[config.mk]
export PLATFORM = sky130hd
export DESIGN_NAME = dac_param_sequencer
export DESIGN_NICKNAME = d
export VERILOG_FILES = /design/src/rtl/dac_param_sequencer.sv
export SDC_FILE = /design/constraint.sdc
export NUM_CORES = 1
export LEC_CHECK = 0
export ABC_CLOCK_PERIOD_IN_PS = 4700
export BUFFER_PORTS_ARGS = -buffer_cell sky130_fd_sc_hd__buf_2
export CORE_UTILIZATION = 30
export DETAILED_ROUTE_END_ITERATION = 10
export SYNTH_ARGS = -nofsm -noshare
export SYNTH_HDL_FRONTEND = slang
export SYNTH_SLANG_ARGS = --single-unit
[constraint.sdc]
create_clock -name clk -period 4.7 [get_ports clk]
set_clock_uncertainty 0.1 [all_clocks]
set_input_delay 0.235 -clock clk [delete_from_list [all_inputs] [get_ports clk]]
set_output_delay 0.235 -clock clk [all_outputs]
set_load 0.01 [all_outputs]
[src/rtl/dac_param_sequencer.sv]
// dac_param_sequencer: turns timed RTO commands into registered DDS freq/phase/amp words with a linear amplitude ramp
//   in : clk, reset (sync, active-high), cmd_valid, cmd_data ([127:64] timestamp, [63:0] command)
//   out: freq_word, phase_word, amp_word, param_update, ramp_busy, ramp_done, illegal_cmd, last_timestamp
module dac_param_sequencer #(
  parameter int AMP_W = 14,
  parameter int FREQ_W = 48,
  parameter int PHASE_W = 16
) (
  input  logic               clk,
  input  logic               reset,
  input  logic               cmd_valid,
  input  logic [127:0]       cmd_data,
  output logic [FREQ_W-1:0]  freq_word,
  output logic [PHASE_W-1:0] phase_word,
  output logic [AMP_W-1:0]   amp_word,
  output logic               param_update,
  output logic               ramp_busy,
  output logic               ramp_done,
  output logic               illegal_cmd,
  output logic [63:0]        last_timestamp
);
  typedef enum logic {IDLE, WAIT} state_t;
  state_t state_q, state_d;
  logic [FREQ_W-1:0] freq_q, freq_d;
  logic [PHASE_W-1:0] phase_q, phase_d;
  logic [AMP_W-1:0] amp_q, amp_d, tgt_q, tgt_d, step_q, step_d, stepped, c_tgt, c_step;
  logic [15:0] timer_q, timer_d, ival_q, ival_d, c_ival;
  logic [63:0] ts_q, ts_d;
  logic up_q, up_d, upd_q, upd_d, done_q, done_d, ill_q, ill_d, step_now, unused_bits;
  logic [AMP_W:0] sum, diff;
  logic [3:0] op;
  assign op = cmd_data[63:60];
  assign c_tgt = cmd_data[AMP_W-1:0];
  assign c_step = cmd_data[16 +: AMP_W];
  assign c_ival = cmd_data[47:32] == 16'd0 ? 16'd0 : cmd_data[47:32] - 16'd1;
  assign unused_bits = ^cmd_data[59:48];
  // The last WAIT cycle doubles as the STEP cycle, so steps land exactly every interval cycles.
  assign step_now = state_q == WAIT && timer_q == 16'd0;
  // One extra bit catches overflow above max and borrow below zero; both clamp to target.
  assign sum = {1'b0, amp_q} + {1'b0, step_q};
  assign diff = {1'b0, amp_q} - {1'b0, step_q};
  assign stepped = up_q ? (sum >= {1'b0, tgt_q} ? tgt_q : sum[AMP_W-1:0])
                        : (diff[AMP_W] || diff[AMP_W-1:0] <= tgt_q ? tgt_q : diff[AMP_W-1:0]);
  always_comb begin
    state_d = state_q;
    freq_d = freq_q;
    phase_d = phase_q;
    amp_d = amp_q;
    tgt_d = tgt_q;
    step_d = step_q;
    ival_d = ival_q;
    up_d = up_q;
    ts_d = ts_q;
    timer_d = state_q == WAIT ? timer_q - 16'd1 : timer_q;
    upd_d = 1'b0;
    done_d = 1'b0;
    ill_d = 1'b0;
    if (step_now) begin
      amp_d = stepped;
      upd_d = 1'b1;
      timer_d = ival_q;
      state_d = stepped == tgt_q ? IDLE : WAIT;
      done_d = stepped == tgt_q;
    end
    // A same-cycle command overrides the step for amplitude and ramp control.
    if (cmd_valid) begin
      case (op)
        4'd0: ts_d = cmd_data[127:64];
        4'd1: begin
          freq_d = cmd_data[FREQ_W-1:0];
          upd_d = 1'b1;
          ts_d = cmd_data[127:64];
        end
        4'd2: begin
          phase_d = cmd_data[PHASE_W-1:0];
          upd_d = 1'b1;
          ts_d = cmd_data[127:64];
        end
        4'd3: begin
          amp_d = c_tgt;
          upd_d = 1'b1;
          done_d = 1'b0;
          state_d = IDLE;
          ts_d = cmd_data[127:64];
        end
        4'd4: begin
          if (c_step == '0 && c_tgt != amp_q) begin
            ill_d = 1'b1;
          end else begin
            amp_d = amp_q;
            upd_d = 1'b0;
            done_d = c_tgt == amp_q;
            state_d = c_tgt == amp_q ? IDLE : WAIT;
            tgt_d = c_tgt;
            step_d = c_step;
            up_d = c_tgt > amp_q;
            ival_d = c_ival;
            timer_d = c_ival;
            ts_d = cmd_data[127:64];
          end
        end
        4'd5: begin
          freq_d = '0;
          phase_d = '0;
          amp_d = '0;
          upd_d = 1'b1;
          done_d = 1'b0;
          state_d = IDLE;
          ts_d = cmd_data[127:64];
        end
        default: ill_d = 1'b1;
      endcase
    end
  end
  always_ff @(posedge clk) begin
    if (reset) begin
      state_q <= IDLE;
      freq_q <= '0;
      phase_q <= '0;
      amp_q <= '0;
      tgt_q <= '0;
      step_q <= '0;
      ival_q <= '0;
      timer_q <= '0;
      up_q <= 1'b0;
      ts_q <= '0;
      upd_q <= 1'b0;
      done_q <= 1'b0;
      ill_q <= 1'b0;
    end else begin
      state_q <= state_d;
      freq_q <= freq_d;
      phase_q <= phase_d;
      amp_q <= amp_d;
      tgt_q <= tgt_d;
      step_q <= step_d;
      ival_q <= ival_d;
      timer_q <= timer_d;
      up_q <= up_d;
      ts_q <= ts_d;
      upd_q <= upd_d;
      done_q <= done_d;
      ill_q <= ill_d;
    end
  end
  assign freq_word = freq_q;
  assign phase_word = phase_q;
  assign amp_word = amp_q;
  assign param_update = upd_q;
  assign ramp_busy = state_q == WAIT;
  assign ramp_done = done_q;
  assign illegal_cmd = ill_q;
  assign last_timestamp = ts_q;
endmodule

==> flow_summary.json <==
{
  "power.total_mw": 5.09,
  "tritoncts": "built",
  "wl_per_cell_um": 17.1,
  "final_cell_mix": "nand2_1 (281), buf_2 (263), a21oi_1 (211), dfxtp_1 (198), nor2_1 (127)",
  "cts-buffers-inserted": 27,
  "grt_pass1_vias": 12276,
  "clk_latency_ns": 0.56,
  "grt_max_degree": 115,
  "multi_input_area_mm2": 0.00740,
  "crit_path_max_fanout": 13,
  "hpwl_um": 31200,
  "final.period_utilization": 1.00,
  "ys_seq_area_frac": 0.350,
  "numPortBuffers": 264,
  "detail-route-antenna-nets": 0,
  "root_buffer": "clkbuf_16",
  "htree_levels": 1,
  "dr.first_iter.drc_count": 862,
  "grt.total_usage": 0.208,
  "p_leak_nw": 7.12,
  "layout-drive-gt1-share": 0.257,
  "drt_drc_violations_left": 0,
  "drt-met1-wl_um": 19200,
  "status": "finished, violations left",
  "start_kind": "flop",
  "grt_first_pass_wirelength_um": 67300,
  "hp-start": "cmd_data[46]",
  "required_ns": 5.03,
  "violations": "negative setup slack",
  "synth-edff-count": 0,
  "path_cells": "ha_4 > inv_2 > fa_2 > nor2_4 > o311ai_4 > a2111o_1 > a21oi_2 > o21ai_2 > nand2_2 > xnor2_2 > ha_1 > a21oi_2 > nor2b_1 > a2111o_1 > nor4_2 > nand4b_1 > buf_6 > buf_4 > nand2_1 > o21ai_0 > o21ai_1 > a222oi_1 > a211oi_2",
  "setup_viol_count_final": 1,
  "fmax_ghz": 0.212,
  "core_region_area_mm2": 0.0387,
  "io_pins": 277,
  "crit_family": "compound AO/OA/AOI/OAI gates",
  "die_y_um": 201,
  "regArea_mm2": 0.00416,
  "async_flop_share": 0,
  "avgSynthCellArea_um2": 7.62,
  "area_growth_syn_to_layout_pct": 42.0,
  "syn_area_mm2": 0.0118,
  "wl_met3_um": 1970,
  "final_common_cell": "nand2_1",
  "synth_cells": 1552,
  "hold_viol": 0,
  "finalCriticalPeriod_ns": 4.72,
  "fin_ws_ns": -0.0170,
  "drv_slew": 0,
  "cts_buffer_depth": 3,
  "worstMarginPinSlew_ns": 1.22,
  "routed.top_layer": "met4",
  "path_clk_slew_ns": 0.06,
  "rsz0062_at_grt": "true",
  "synth_nets": 1757,
  "crit_slowest_cell": "a2111o_1",
  "routed_wl_um": 43300,
  "yosysWarningCount": 0,
  "fill_cells": 3930,
  "vias": 12598,
  "dp_slack_ns": -0.543,
  "ir_drop_mv": 0.304,
  "critPathBufInv": 3,
  "fp.dieArea_mm2": 0.0402,
  "start_util": 0.305,
  "rows": 72,
  "ys_types": 70,
  "p_per_area_mw_per_mm2": 303,
  "synth-seq-cells": 207,
  "antenna_found_initial": 4,
  "postLayoutCoreUtil": 0.434,
  "vias_per_cell": 4.99,
  "drv_cap": 0,
  "critPathArrivalTime_ns": 5.05,
  "synthFlopType": "dfxtp_1",
  "dr_wl_met2_um": 20400,
  "clock_sinks": 207,
  "slew_headroom": 0.186,
  "dr.pass1.iters": 5,
  "grt_overflow_total": 0,
  "gp_congestion": 0.955,
  "fin_nets": 2188,
  "critPathCaptureType": "flop",
  "hp-class": "primary input to flop",
  "crit_type": "flop to flop",
  "crit_start": "step_q[0]",
  "slowest_delay_ns": 0.43,
  "die_w_um": 201,
  "r2r_start": "step_q[0]"
}
[power by group]
part	switching (mW)	internal, mW	leakage (nW)
sequential	0.0305	1.80	1.68
clock	0.855	1.41	0.477
combinational	0.517	0.478	4.96
total	1.40	3.69	7.12
[synth_stat cells, types with 6 or more instances]
| library cell | instances | area (µm²) |
|---|---|---|
| a211oi_1 | 13 | 97.6 |
| a21o_1 | 22 | 165 |
| a21oi_1 | 217 | 1090 |
| a222oi_1 | 6 | 60.1 |
| a22oi_1 | 8 | 60.1 |
| and3_1 | 6 | 37.5 |
| buf_1 | 10 | 37.5 |
| clkbuf_1 | 76 | 285 |
| dfxtp_1 | 207 | 4140 |
| ha_1 | 72 | 901 |
| inv_1 | 67 | 251 |
| mux2_2 | 9 | 101 |
| mux2i_1 | 12 | 120 |
| nand2_1 | 284 | 1070 |
| nand2b_1 | 14 | 87.6 |
| nand3_1 | 48 | 240 |
| nand4_1 | 10 | 62.6 |
| nor2_1 | 129 | 484 |
| nor2b_1 | 20 | 125 |
| nor3_1 | 25 | 125 |
| nor3b_1 | 35 | 263 |
| nor4_1 | 14 | 87.6 |
| o211ai_1 | 13 | 97.6 |
| o21a_1 | 6 | 45.0 |
| o21ai_0 | 62 | 310 |
| o31ai_1 | 6 | 45.0 |
| or3_1 | 10 | 62.6 |
| xnor2_1 | 48 | 420 |
| xor2_1 | 13 | 114 |
[worst min-delay path, cell delays in order]
cell and delay (ns):
buf_2 0.13, o21ai_0 0.07, a31o_2 0.17, a21oi_1 0.04
[metrics by stage]
step | setup TNS (ns) | hold WS, ns | instance area, µm² | cells
2_1_floorplan | 0 | 0.271 | 11800 | 1552
3_3_place_gp | -0.722 | 0.338 | 14300 | 2354
3_5_place_dp | -2.54 | 0.343 | 14300 | 2354
4_1_cts | 0 | 0.00398 | 16500 | 2513
5_1_grt | -0.603 | 0.0322 | 16800 | 2526
6_report | -0.0170 | 0.0323 | 16800 | 2526
[cell type report]
| type | count | area share |
|---|---|---|
| Clock buffer | 38 | 0.0475 |
| Timing Repair Buffer | 494 | 0.199 |
| Multi-Input combinational cell | 1186 | 0.440 |
| Sequential cell | 207 | 0.247 |
| Inverter | 67 | 0.0150 |
| Clock inverter | 12 | 0.0115 |
| Antenna cell | 4 | 0.000596 |
| Tap cell | 518 | 0.0386 |
[cell families after synthesis]
group	count (synthesis)	synth area share
AND/OR/NAND/NOR	627	0.247
buffers and inverters	159	0.0516
XOR/XNOR	63	0.0490
flip-flops	207	0.350
AO/OA/AOI/OAI	401	0.204
adder cells (fa/ha/maj)	74	0.0795
multiplexers	21	0.0187
[state kept, by name, indices dropped and copies added, names as in the netlist]
register	cells
ival_q	16
tgt_q	14
last_timestamp	64
up_q	1
phase_word	16
step_q	14
param_update	1
amp_word	14
ramp_busy	1
timer_q	16
illegal_cmd	1
ramp_done	1
freq_word	48
[final timing paths]
kind	to	cells past startpoint	slack [ns]
worst max-delay path	amp_word[4]	23	-0.02
worst max register to register	amp_word[4]	23	-0.02
worst min-delay path	timer_q[14]	4	0.03
worst min register to register	last_timestamp[1]	2	0.35
[timing repair]
item | 4_1_cts | 5_1_grt
setup buffers | 2 | 9
hold buffers | 107 | 0
hold endpoints to repair | 150 | 0
setup endpoints to repair | 14 | 16
pin swaps | 9 | 30
gates resized for setup | 13 | 60
[metal layers]
| layer | vias up | GRT usage |
|---|---|---|
| met5 | - | 0 |
| met3 | 92 | 0.0308 |
| met4 | 0 | 0.0859 |
| li1 | 6258 | - |
| met1 | 5878 | 0.266 |
| met2 | 370 | 0.348 |
(Power assumes the default switching activity.)
